### config.mk
export PLATFORM = sky130hd
export DESIGN_NAME = rdcla_pipe_ctrl
export DESIGN_NICKNAME = d
export VERILOG_FILES = /design/src/rtl/rdcla_pipe_ctrl.sv
export SDC_FILE = /design/constraint.sdc
export NUM_CORES = 1
export LEC_CHECK = 0
export CAP_MARGIN = 30
export CORE_ASPECT_RATIO = 0.8
export CORE_MARGIN = 2
export CORE_UTILIZATION = 40
export CTS_CLUSTER_SIZE = 20
export DETAILED_ROUTE_END_ITERATION = 8
export DONT_BUFFER_PORTS = 1
export GPL_TIMING_DRIVEN = 0
export SYNTH_ARGS = -nofsm -noshare
export SYNTH_HDL_FRONTEND = slang
export SYNTH_SLANG_ARGS = --single-unit
export TNS_END_PERCENT = 5
### constraint.sdc
create_clock -name clk -period 1.4 [get_ports clk]
set_input_delay 0.07 -clock clk [delete_from_list [all_inputs] [get_ports clk]]
set_output_delay 0.07 -clock clk [all_outputs]
set_load 0.03 [all_outputs]
### src/rtl/rdcla_pipe_ctrl.sv
// Pipeline sequencer and 2-requester round-robin arbiter for the 8-bit RDCLA adder.
// Optional performance counters are built only when RDCLA_PERF_CNT_EN is defined.
module rdcla_pipe_ctrl #(
  parameter int STAGES = 4,
  parameter int CNT_W  = 16
) (
  input  logic              clk,
  input  logic              reset,
  input  logic [1:0]        req,
  output logic [1:0]        gnt,
  output logic              sel,
  input  logic              flush,
  output logic [STAGES-1:0] en,
  output logic              out_valid,
  output logic              out_id,
  input  logic              out_ready,
  output logic [1:0]        resp,
  output logic              busy,
  output logic [CNT_W-1:0]  ops_cnt,
  output logic [CNT_W-1:0]  stall_cnt
);

  generate
    if (STAGES < 2 || STAGES > 8) begin : g_bad_stages
      $error("rdcla_pipe_ctrl: STAGES must be in 2..8");
    end
  endgenerate

  logic [STAGES-1:0] r_v;
  logic [STAGES-1:0] r_id;
  logic              r_rr;

  logic [STAGES-1:0] w_adv;
  logic [STAGES-1:0] w_ld_v;
  logic [STAGES-1:0] w_ld_id;
  logic              w_take;
  logic              w_any;
  logic              w_winner;
  logic              w_accept;

  // A stage may advance when it is empty or its successor advances, so bubbles collapse.
  always_comb begin
    w_adv = '0;
    w_adv[STAGES-1] = ~r_v[STAGES-1] | out_ready;
    for (int k = STAGES - 2; k >= 0; k--) begin
      w_adv[k] = ~r_v[k] | w_adv[k+1];
    end
  end

  // Arbitration: a lone requester wins outright, a tie goes to the rr pointer.
  always_comb begin
    w_winner = 1'b0;
    case (req)
      2'b01:   w_winner = 1'b0;
      2'b10:   w_winner = 1'b1;
      2'b11:   w_winner = r_rr;
      default: w_winner = 1'b0;
    endcase
  end

  assign w_take = reset & ~flush & w_adv[0];
  assign w_any  = w_take & (|req);
  assign gnt    = w_any ? (w_winner ? 2'b10 : 2'b01) : 2'b00;
  assign sel    = w_any & w_winner;

  assign w_ld_v[0]  = w_any;
  assign w_ld_id[0] = sel;

  genvar gi;
  generate
    for (gi = 1; gi < STAGES; gi++) begin : g_shift
      assign w_ld_v[gi]  = r_v[gi-1];
      assign w_ld_id[gi] = r_id[gi-1];
    end
  endgenerate

  always_ff @(posedge clk or negedge reset) begin
    if (!reset) begin
      r_v  <= '0;
      r_id <= '0;
      r_rr <= 1'b0;
    end else begin
      if (flush) begin
        r_v  <= '0;
        r_id <= w_ld_id;
      end else begin
        for (int k = 0; k < STAGES; k++) begin
          if (w_adv[k]) begin
            r_v[k]  <= w_ld_v[k];
            r_id[k] <= w_ld_id[k];
          end
        end
      end
      if (w_any) begin
        r_rr <= ~w_winner;
      end
    end
  end

  // Flush loads every register so stale datapath state is overwritten along with the valids.
  assign en = !reset ? '0 : (flush ? '1 : w_adv);

  assign out_valid = r_v[STAGES-1];
  assign out_id    = r_id[STAGES-1];
  assign w_accept  = out_valid & out_ready & ~flush;
  assign resp      = {w_accept & out_id, w_accept & ~out_id};
  assign busy      = |r_v;

`ifdef RDCLA_PERF_CNT_EN
  logic [CNT_W-1:0] r_ops_cnt;
  logic [CNT_W-1:0] r_stall_cnt;

  always_ff @(posedge clk or negedge reset) begin
    if (!reset) begin
      r_ops_cnt   <= '0;
      r_stall_cnt <= '0;
    end else begin
      if (w_accept && (r_ops_cnt != {CNT_W{1'b1}})) begin
        r_ops_cnt <= r_ops_cnt + 1'b1;
      end
      if (out_valid && !out_ready && (r_stall_cnt != {CNT_W{1'b1}})) begin
        r_stall_cnt <= r_stall_cnt + 1'b1;
      end
    end
  end

  assign ops_cnt   = r_ops_cnt;
  assign stall_cnt = r_stall_cnt;
`else
  assign ops_cnt   = '0;
  assign stall_cnt = '0;
`endif

endmodule

; Yosys cells after proc, flatten, opt, wreduce, memory -nomap -nowiden
; Index checks and enable logic that the tools add are counted.
; Widths: inputs -> output; s select.
[totals]
register_bits = 9
input_bits = 6
[op_classes]
n_eq_ne = 2
mux = 15
n_bitwise = 19
n_reduce_logical = 6
[ops]
columns = cell, count
row1 = $mux 4, 4
row2 = $and 1x1->1, 8
row3 = $mux 1, 8
row4 = $reduce_bool 2->1, 4
row5 = $not 1->1, 7
row6 = $eq 2x2->1 const B, 2
row7 = $mux 2, 2
row8 = $or 1x1->1, 4
row9 = $reduce_or 4->1, 1
row10 = $pmux 1 s2, 1
row11 = $reduce_or 2->1, 1

; Logic depth before layout (Yosys ltp)
; Gate-level depths: netlist of run 1.
[depth]
word_depth = 10
mapped_depth = 5
mapped_depth_nobuf = 3

; Worst setup path before layout of run 1
; Ideal clock, no wire load.
[synth_timing]
path_type = register to output
start = register r_v[3]
end = output port gnt[1]
arrival_ns = 1.533
required_time_ns = 1.330
path_slack_ns = -0.203
path_stages_with_launch = 5
cell_sequence = dfrtp_1 > nand3b_1 > o21ai_0 > nor2_1 > buf_4
[synth_via]
elab_chain_cells = 8
[synth_rtl]
columns = element, line_no
row1 = "start, declared", 29  ; logic [STAGES-1:0] r_v;
row2 = "start signal, assigned by index", 89  ; r_v[k] <= w_ld_v[k];
row3 = $not 1->1, 44  ; w_adv[STAGES-1] = ~r_v[STAGES-1] | out_ready;
row4 = $or 1x1->1, 44
row5 = $or 1x1->1 (3 in series), 46  ; w_adv[k] = ~r_v[k] | w_adv[k+1];
row6 = $and 1x1->1, 61  ; assign w_take = reset & ~flush & w_adv[0];
row7 = $and 1x1->1, 62  ; assign w_any = w_take & (|req);
row8 = $mux 2, 63  ; assign gnt = w_any ? (w_winner ? 2'b10 : 2'b01) : 2'b00;
row9 = "end, declared", 10  ; output logic [1:0] gnt,
; No other way between the ends.

; Final worst setup path of run 1
; Same ends and word-level chain as after synthesis.

==> results of run 1 <==
layout make-up:
cell class / instances / area share, %
multi-input combinational: 66 / 42.17
buffer: 34 / 25.88
sequential: 9 / 22.85
tap: 22 / 2.778
clock buffer: 4 / 2.652
inverter: 5 / 1.894
timing repair buffer: 2 / 1.768
registers in the layout (all words and copies together) (netlist names):
register,count
r_id,4
r_v,4
r_rr,1
metal layers:
| metal | vias to the layer above | part of all wire, % | track usage, % |
|---|---|---|---|
| li1 | 278 | - | - |
| met1 | 217 | 40 | 14.98 |
| met2 | 29 | 48 | 20.76 |
| met3 | 0 | 12 | 3.214 |
| met4 | 0 | 0 | 3.158 |
| met5 | - | 0 | 0 |
cells by family (layout without fill, tap and decap cells):
family | Yosys count | after routing | synth area share, %
buf+inv | 39 | 45 | 37.03
simple gates | 20 | 20 | 17.41
compound gates | 11 | 11 | 9.216
flops | 9 | 9 | 30.72
mux | 3 | 3 | 5.119
other cells | 1 | 32 | 0.5115
through the flow:
step / TNS, ps / hold slack [ps] / total power, W / instance area [um^2] / util, %
after CTS: -334.0 / 22.57 / 0.0007788 / 983.4 / 58.70
final: -297.4 / 25.55 / 0.0007838 / 991.0 / 59.15
after floorplan: -91.22 / -225.6 / 0.0005494 / 857.1 / -
after detailed placement: -495.4 / -225.3 / 0.0005598 / 884.6 / 52.80
after global placement: -359.4 / -225.3 / 0.0005578 / 884.6 / 52.80
after global routing: -651.9 / 30.70 / 0.0008209 / 991.0 / 59.15
how the worst max path moves through the flow:
| stage | start | to | depth (start not counted) |
|---|---|---|---|
| 2_1_floorplan | r_v[3] | gnt[1] | 4 |
| 3_3_place_gp | r_v[3] | gnt[1] | 4 |
| 3_5_place_dp | r_v[3] | gnt[1] | 4 |
| 4_1_cts | r_v[3] | gnt[1] | 4 |
| 5_1_grt | r_v[3] | gnt[1] | 4 |
| 6_report | r_v[3] | gnt[1] | 4 |
where the power goes:
part           leakage (nW)  internal (W)  switching [W]  total (W)
Combinational         0.407      0.000101       0.000185   0.000286
Clock                0.0150      0.000110      0.0000895   0.000199
Sequential            0.118      0.000276      0.0000226   0.000299
layout by cell type, fill, tap and decap left out, types with 2 or more instances in the layout:
cell type,Yosys,routed
mux2_2,2,2
dfrtp_1,9,8
o21ai_0,4,3
buf_4,33,33
a21oi_1,3,2
nand2_1,3,3
nor2_1,4,3
conb_1,1,32
clkbuf_4,0,3
inv_1,5,5
repair_timing:
| item | CTS | global route |
|---|---|---|
| buffers inserted | 0 | 1 |
| resized for setup | 17 | 0 |
| endpoints found under the setup margin | 13 | 8 |
| endpoints found under the hold margin | 10 | 0 |
| hold buffers | 1 | 0 |
| pin swaps | 8 | 2 |
| gates cloned | 0 | 0 |
==> key figures, run 1 <==
Status
  • Run status: complete, but fails checks
  • Failing checks: setup timing

Timing
  • Final setup viols: 6
  • Final Skew: 2.962 ps
  • Hold Fails Final Rpt: 0
  • Final Cycle Share: 105.9%
  • Achievable Freq: 0.6743 GHz
  • Final worst slack: -83.03 ps
  • Slew Limit Fails: 0
  • Unrepaired setup endpoints after global routing: yes
  • Final Critical Period: 1483 ps

Yosys
  • Sequential fraction of the synthesis area: 30.72%
  • Ys Warns: 0
  • Asr flop ratio synth: 100.0%
  • Synth Register Bits: 9
  • Gate Count Post-Synth: 83
  • Synth top cells by count: buf_4 (33), dfrtp_1 (9), inv_1 (5), nor2_1 (4), o21ai_0 (4)
  • Area contributors post-synth: buf_4 (34%), dfrtp_1 (31%), mux2_2 (3.1%)
  • Mapped Area: 733.2 um^2
  • Yosys top cell area share: 33.79%
  • Most numerous cell in the Yosys netlist: buf_4
  • Top_reg_cell synth: dfrtp_1
  • Syn_area_per_cell: 8.834 um^2
  • Post-synth EDFFs: 0
  • Synth unique cells: 27
  • Synth area leader: buf_4

Worst setup path
  • Max FO, Critical Path: 7
  • Reg-to-reg endpoint: r_id[1]
  • Slowest cell delay on critical path: 510 ps
  • Crit Path Class: flip-flop to primary output
  • FF-to-FF path depth: 3
  • Reg-to-reg critical path startpoint: r_v[3]
  • Startpoint Class: flip-flop
  • CP top delay family: flip-flops
  • Worst path bufs/invs: 1
  • Required @ worst endpoint: 1330 ps
  • Setup crit end kind: primary output
  • Flop2flop setup slack: 80 ps
  • Crit path max-delay cell type: dfrtp_2
  • Sequence of cells on the critical path: nand3b_1 -> o21ai_2 -> nor2_4 -> buf_6
  • Crit path arrival time: 1410 ps

Layout
  • Layout fillers: 161
  • ANT cells: 0
  • Area of the multi-input gates: 417.9 um^2
  • Area grow syn2layout: 35.15%
  • Non-filler cells, final: 142
  • Share of layout cells above drive strength 1: 46.67%
  • Final Net Count: 127
  • Flip-flop and latch area: 226.5 um^2

Global route
  • Total GRT Usage: 12.18%
  • Total grt overflow: 0
  • Largest net degree at the start of global routing: 11
  • First-pass GRT wire length: 2083 um
  • Vias in the first global route: 474
  • Antenna violations before repair: 0

Drt
  • Routed vias/inst: 3.690
  • Via count of the routed design: 524
  • DR DRC count: 0
  • Iteration-0 DRC Markers: 1
  • Pre-Repair DR Iteration Count: 2
  • Detailed-route wire length per cell: 9.254 um
  • WL final: 1314 um
  • Routed Antenna Nets: 0

Floorplan
  • # rows: 13
  • Ports: 50
  • Chip width: 51.87 um
  • Starting Density: 43.76%
  • Core area: 1675 um^2
  • Die area: 2194 um^2
  • Die H: 42.30 um

Clock network
  • H-tree depth: 1
  • CTS tree: yes
  • Clk sinks: 9
  • Clk buf depth: 2
  • Clk_lat worst skew: 250 ps
  • Cts bufs inserted: 3
  • Clk pin slew, worst setup/hold paths: 60 ps
  • CTS Root Cell: clkbuf_4

Power and ir drop
  • PD cells: 791.0 nW/um^2
  • Peak supply drop: 0.0006970 V
  • Leak: 0.5403 nW

Min path
  • Min-Delay Path Class: primary input to flip-flop
  • Worst hold start: req[1]
  • Hold Path Depth: 2
  • Worst Hold End: r_rr

Placement
  • DP Worst Slack: -206.7 ps
  • DP HPWL: 1027 um
  • Placed cell count: 136
  • Port Buffers: 0
  • Routability congestion estimate: 0.7179

Flow run
  • Max capacitance violation total: 0
Power figures use the tool's default switching activity.
==> run 2, diff against run 1 <==
- ABC_AREA: unset -> 1
- CTS_BUF_LIST: unset -> sky130_fd_sc_hd__clkbuf_4 sky130_fd_sc_hd__clkbuf_8
==> key figures, run 2 <==
Worst setup path
  • Setup crit end kind: primary output
  • Max FO, Critical Path: 4 (-3)
  • Startpoint Class: flip-flop
  • Crit path arrival time: 1430 ps (+20 ps)
  • Required @ worst endpoint: 1330 ps (about the same)
  • Crit Path Class: flip-flop to primary output

Drt
  • Routed Antenna Nets: 0 (unchanged)
  • Iteration-0 DRC Markers: 7 (+6)
  • DR DRC count: 0 (unchanged)
  • Via count of the routed design: 597 (+14%)
  • Detailed-route wire length per cell: 8.951 um (-3.3%)
  • Routed vias/inst: 3.685 (-0.13%)
  • Pre-Repair DR Iteration Count: 4 (+2)
  • WL final: 1450 um (+10%)

Timing
  • Hold Fails Final Rpt: 0 (unchanged)
  • Relative slew slack: 66.52%
  • Least-Margin Pin Slew: 498.5 ps
  • Final Cycle Share: 107.0% (+1.0 points)
  • Unrepaired setup endpoints after global routing: yes
  • Final Critical Period: 1497 ps (+14.42 ps)
  • Slew Limit Fails: 0 (unchanged)
  • Final setup viols: 3 (-3)
  • Sum Neg Setup Slack: -209.2 ps (+88.19 ps)
  • Achievable Freq: 0.6678 GHz (-0.96%)
  • Final worst slack: -97.44 ps (-14.42 ps)
  • Final Skew: 6.325 ps (+3.363 ps)
  • Final hold slack: 0.2301 ps (-25.32 ps)

Floorplan
  • Chip width: 51.75 um (-0.23%)
  • Starting Density: 43.54% (-0.22 points)
  • Core area: 1675 um^2 (unchanged)
  • Die area: 2183 um^2 (-0.47%)
  • # rows: 13 (unchanged)
  • Die H: 42.20 um (-0.24%)
  • Ports: 50 (unchanged)

Yosys
  • Asr flop ratio synth: 100.0% (unchanged)
  • Top_reg_cell synth: dfrtp_1
  • Mapped Area: 729.5 um^2 (-0.51%)
  • Post-synth EDFFs: 0 (unchanged)
  • Yosys top cell area share: 33.96% (+0.17 points)
  • Ys Warns: 0 (unchanged)
  • Sequential fraction of the synthesis area: 30.87% (+0.16 points)
  • Synth unique cells: 16 (-41%)
  • Synth area leader: buf_4
  • Area contributors post-synth: buf_4 (34%), dfrtp_1 (31%), nand2_1 (9.8%)
  • Gate Count Post-Synth: 98 (+18%)
  • Syn_area_per_cell: 7.443 um^2 (-16%)
  • Synth top cells by count: buf_4 (33), nand2_1 (19), inv_1 (12), dfrtp_1 (9), nor2_1 (5)
  • Most numerous cell in the Yosys netlist: buf_4
  • Synth Register Bits: 9 (unchanged)

Clock network
  • Clk buf depth: 2 (unchanged)
  • CTS Root Cell: clkbuf_4
  • H-tree depth: 1 (unchanged)
  • Cts bufs inserted: 3 (unchanged)
  • Clk sinks: 9 (unchanged)
  • Clk_lat worst skew: 280 ps (+30 ps)
  • CTS tree: yes
  • Clk pin slew, worst setup/hold paths: 60 ps (about the same)

Placement
  • Routability congestion estimate: 0.8155 (+14%)
  • Placed cell areas: 884.6 um^2 (unchanged)
  • DP Worst Slack: -137.5 ps (+69.17 ps)
  • DP HPWL: 1115 um (+8.6%)
  • Port Buffers: 0 (unchanged)

Global route
  • Largest net degree at the start of global routing: 10 (-1)
  • Total grt overflow: 0 (unchanged)
  • Vias in the first global route: 506 (+6.8%)
  • Total GRT Usage: 14.50% (+2.3 points)
  • First-pass GRT wire length: 2263 um (+8.6%)
  • Antenna violations before repair: 0 (unchanged)

Power and ir drop
  • Clock share of power: 29.1% (+3.7 points)
  • Sequential fraction of design power: 36.1% (-2.0 points)
  • Leak: 0.6023 nW (+11%)
  • PD cells: 776.0 nW/um^2 (-1.9%)
  • Peak supply drop: 0.0005937 V (-15%)
  • Int Power: 0.0004886 W (+0.43%)
  • Switching Share: 38.26% (+0.32 points)
  • Sw power: 0.0003027 W (+1.8%)
  • Comb pwr share: 34.7% (-1.8 points)

Status
  • Run status: complete, but fails checks
  • Failing checks: setup timing

Layout
  • Area of the multi-input gates: 375.4 um^2 (-10%)
  • Most common cell after layout, fill and taps aside: buf_4
  • Area grow syn2layout: 39.79%
  • Most frequent cells in the layout: buf_4 (37), conb_1 (32), nand2_1 (19), inv_1 (8), dfrtp_1 (8)
  • Final Net Count: 147 (+16%)
  • Top flop regs: r_id x4, r_v x4, r_rr x1
  • Share of layout cells above drive strength 1: 42.86% (-3.8 points)
  • Layout fillers: 154 (-4.3%)
  • ANT cells: 0 (unchanged)
  • Fin util: 60.87% (+1.7 points)
  • Finished layout cell area: 1020 um^2 (+2.9%)
  • Flip-flop and latch area: 226.5 um^2 (unchanged)

Min path
  • Min-Delay Path Class: primary input to flip-flop

Flow run
  • Max capacitance violation total: 0 (unchanged)
## run 2: metrics by stage
| stage | power, W | std cells |
|---|---|---|
| 2_1_floorplan | 0.0005297 | 129 |
| 3_3_place_gp | 0.0005373 | 151 |
| 3_5_place_dp | 0.0005391 | 152 |
| 4_1_cts | 0.0007830 | 161 |
| 5_1_grt | 0.0008284 | 162 |
| 6_report | 0.0007913 | 162 |
## run 2: kinds of logic after synthesis
group / synth area share [%]
and+or+nand+nor: 24.53
other: 0.5141
DFF: 30.88
buffers and inverters: 40.65
AOI/OAI and AO/OA: 3.429
## run 2: timing repair
item | in CTS | in global routing
setup endpoints to repair | 9 | 7
buffers inserted | 3 | 1
gates cloned | 0 | 0
resized for setup | 13 | 3
hold endpoints to repair | 12 | 0
hold buffers | 2 | 0
## run 2: per-layer routing
metal | global-route usage, % | part of all wire [%]
met4 | 7.368 | 0.83
met3 | 7.857 | 9.2
met5 | 0 | 0
met2 | 23.59 | 52
met1 | 14.91 | 38
## run 2: power by group through the flow
stage          Sequential (W)  Combinational, W  Clock [W]
2_1_floorplan        0.000287          0.000243          0
3_5_place_dp         0.000290          0.000249          0
6_report             0.000286          0.000275   0.000230
4_1_cts              0.000285          0.000270   0.000228
5_1_grt              0.000287          0.000293   0.000249
3_3_place_gp         0.000289          0.000248          0
## run 2: final cells by class
cell class / count / share of cell area [%]
clock buffer: 4 / 2.945
multi-input combinational: 74 / 36.81
tap: 22 / 2.699
buffer: 33 / 24.66
timing repair buffer: 7 / 5.644
inverter: 13 / 5.031
sequential: 9 / 22.21
## run 2: critical path: stages, from the launching register on
cell	delay (ps)
dfrtp_2	490
inv_4	90
nor2_4	40
nand2_2	80
nand3b_1	120
inv_2	170
buf_6	160
## run 2: worst paths after layout
check / start / end / slack, ps / depth (start not counted)
worst min-delay path: flush / r_v[3] / 0.2 / 3
min in group asynchronous: reset / r_id[3] / 160 / 1
worst min register to register: r_rr / r_rr / 480 / 2
worst max-delay path: r_v[3] / gnt[1] / -100 / 6
worst max register to register: r_v[3] / r_id[0] / 250 / 6
max in group asynchronous: reset / r_v[3] / 930 / 1
==> run 3, diff against run 2 <==
- REMOVE_ABC_BUFFERS: unset -> 1
- clock period: 1.4 -> 1.8 ns (I/O delays scaled with it)
==> key figures, run 3 (synthesized netlist as in run 2, its figures left out) <==
Worst setup path
  • Crit Path Class: flip-flop to primary output
  • Setup crit end kind: primary output
  • Required @ worst endpoint: 1710 ps (+380 ps)
  • Slowest cell delay on critical path: 480 ps (about the same)
  • Startpoint Class: flip-flop
  • Crit path arrival time: 1590 ps (+160 ps)
  • CP top delay family: simple AND/OR/NAND/NOR gates
  • Crit path max-delay cell type: dfrtp_2
  • Worst path bufs/invs: 1 (-2)
  • Sequence of cells on the critical path: inv_1 -> nor2_4 -> nand2_2 -> nor2_2 -> nor2_1
  • Max FO, Critical Path: 6 (+2)

Timing
  • Slew Limit Fails: 0 (unchanged)
  • Least-Margin Pin Slew: 550.5 ps (+52.08 ps)
  • Final worst slack: 124.2 ps (+221.6 ps)
  • Final Skew: 3.223 ps (-3.102 ps)
  • Achievable Freq: 0.5967 GHz
  • Hold Fails Final Rpt: 0 (unchanged)
  • Final Cycle Share: 93.10%
  • Final Critical Period: 1676 ps
  • Final setup viols: 0 (-3)
  • Unrepaired setup endpoints after global routing: no
  • Relative slew slack: 63.16% (-3.4 points)
  • Final hold slack: 26.21 ps (+25.98 ps)

Clock network
  • Clk buf depth: 2 (unchanged)
  • CTS tree: yes
  • Clk_lat worst skew: 260 ps (-20 ps)
  • Cts bufs inserted: 3 (unchanged)
  • Clk sinks: 9 (unchanged)
  • CTS Root Cell: clkbuf_4
  • Clk pin slew, worst setup/hold paths: 60 ps (about the same)
  • H-tree depth: 1 (unchanged)

Power and ir drop
  • PD cells: 781.5 nW/um^2 (+0.70%)
  • Peak supply drop: 0.0004184 V (-30%)
  • Leak: 0.3972 nW (-34%)

Floorplan
  • Die H: 42.20 um (unchanged)
  • Chip width: 51.75 um (unchanged)
  • Starting Density: 43.54% (unchanged)
  • Ports: 50 (unchanged)
  • # rows: 13 (unchanged)
  • Core area: 1675 um^2 (unchanged)
  • Die area: 2183 um^2 (unchanged)

Layout
  • Layout fillers: 173 (+12%)
  • ANT cells: 0 (unchanged)
  • Finished layout cell area: 694.4 um^2 (-32%)
  • Area grow syn2layout: -4.803%
  • Most common cell after layout, fill and taps aside: conb_1
  • Top flop regs: r_id x4, r_v x4, r_rr x1
  • Area of the multi-input gates: 327.8 um^2 (-13%)
  • Final Net Count: 111 (-24%)
  • Most frequent cells in the layout: conb_1 (32), nand2_1 (19), inv_1 (11), dfrtp_1 (8), nor2_1 (5)
  • Flip-flop and latch area: 226.5 um^2 (unchanged)
  • Share of layout cells above drive strength 1: 16.35% (-27 points)

Placement
  • Port Buffers: 0 (unchanged)
  • Routability congestion estimate: 0.8006 (-1.8%)
  • DP Worst Slack: 225.1 ps (+362.6 ps)
  • Placed cell areas: 635.6 um^2 (-28%)
  • DP HPWL: 944.6 um (-15%)

Drt
  • Routed Antenna Nets: 0 (unchanged)
  • Routed vias/inst: 4.008 (+8.8%)
  • Detailed-route wire length per cell: 9.444 um (+5.5%)
  • Pre-Repair DR Iteration Count: 4 (unchanged)
  • Iteration-0 DRC Markers: 13 (+6)
  • Via count of the routed design: 505 (-15%)
  • WL final: 1190 um (-18%)
  • DR DRC count: 0 (unchanged)

Global route
  • Vias in the first global route: 439 (-13%)
  • Antenna violations before repair: 0 (unchanged)
  • Total grt overflow: 0 (unchanged)
  • First-pass GRT wire length: 1876 um (-17%)
  • Largest net degree at the start of global routing: 10 (unchanged)
  • Total GRT Usage: 12.06% (-2.4 points)

Min path
  • Min-Delay Path Class: primary input to flip-flop

Status
  • Run status: completed

Flow run
  • Max capacitance violation total: 0 (unchanged)
==> run 3: cell types whose count changed in the layout (fill, tap and decap cells not counted), moves of 2 or more <==
cell	before	now
nor4_4	2	0
buf_4	37	0
buf_2	0	2
nor2_1	3	5
inv_1	8	11
nor4_1	0	2
inv_2	4	1
==> run 3: final timing paths <==
path                           start  endpoint  slack [ps]  depth (start not counted)
hold / removal             out_ready    r_v[0]          30                          3
hold reg to reg              r_id[1]   r_id[2]         480                          2
setup reg to reg              r_v[3]   r_id[0]         620                          5
setup / recovery              r_v[3]     en[1]         120                          5
max in group asynchronous      reset    r_v[3]        1290                          1
min in group asynchronous      reset   r_id[3]         200                          1
==> run 3: final cells by class <==
type,count,area share [%]
Sequential cell,9,32.61
Timing Repair Buffer,4,4.324
Multi-Input combinational cell,74,47.21
Clock buffer,4,4.324
Tap cell,22,3.964
Inverter,13,7.568
==> run 3: tightest hold or removal path: cells and delay by family <==
family	cells	cell delay, ps
and+or+nand+nor	2	110
AOI/OAI and AO/OA	1	60
==> run 3: routing by layer <==
metal / up-vias / track usage (%) / part of all wire, %
met5: - / 0 / 0
met4: 0 / 4.737 / 0
met3: 0 / 7.143 / 10
met2: 33 / 18.97 / 48
met1: 230 / 13.16 / 41
li1: 242 / - / -
==> run 3: where the power goes <==
part / leakage [nW] / switching, W / total [W] / internal [W]
clock network: 0.0184 / 0.0000718 / 0.000172 / 0.000101
logic: 0.259 / 0.000134 / 0.000149 / 0.0000148
registers: 0.120 / 0.00000945 / 0.000222 / 0.000212
==> run 3: stage by stage <==
| step | instances | utilization (%) | setup TNS (ps) | total power [W] |
|---|---|---|---|---|
| detailed placement | 120 | 37.94 | 0 | 0.0003639 |
| floorplan | 96 | - | 0 | 0.0003564 |
| finish | 126 | 41.45 | 0 | 0.0005427 |
| global placement | 118 | 37.34 | -23.87 | 0.0003621 |
| global route | 126 | 41.45 | 0 | 0.0005749 |
| CTS | 126 | 41.15 | 0 | 0.0005469 |
==> run 3: repair_timing <==
item,CTS,global route
hold endpoints to repair,12,0
endpoints found under the setup margin,1,3
buffers inserted,0,0
resized for setup,1,2
hold buffers,2,0
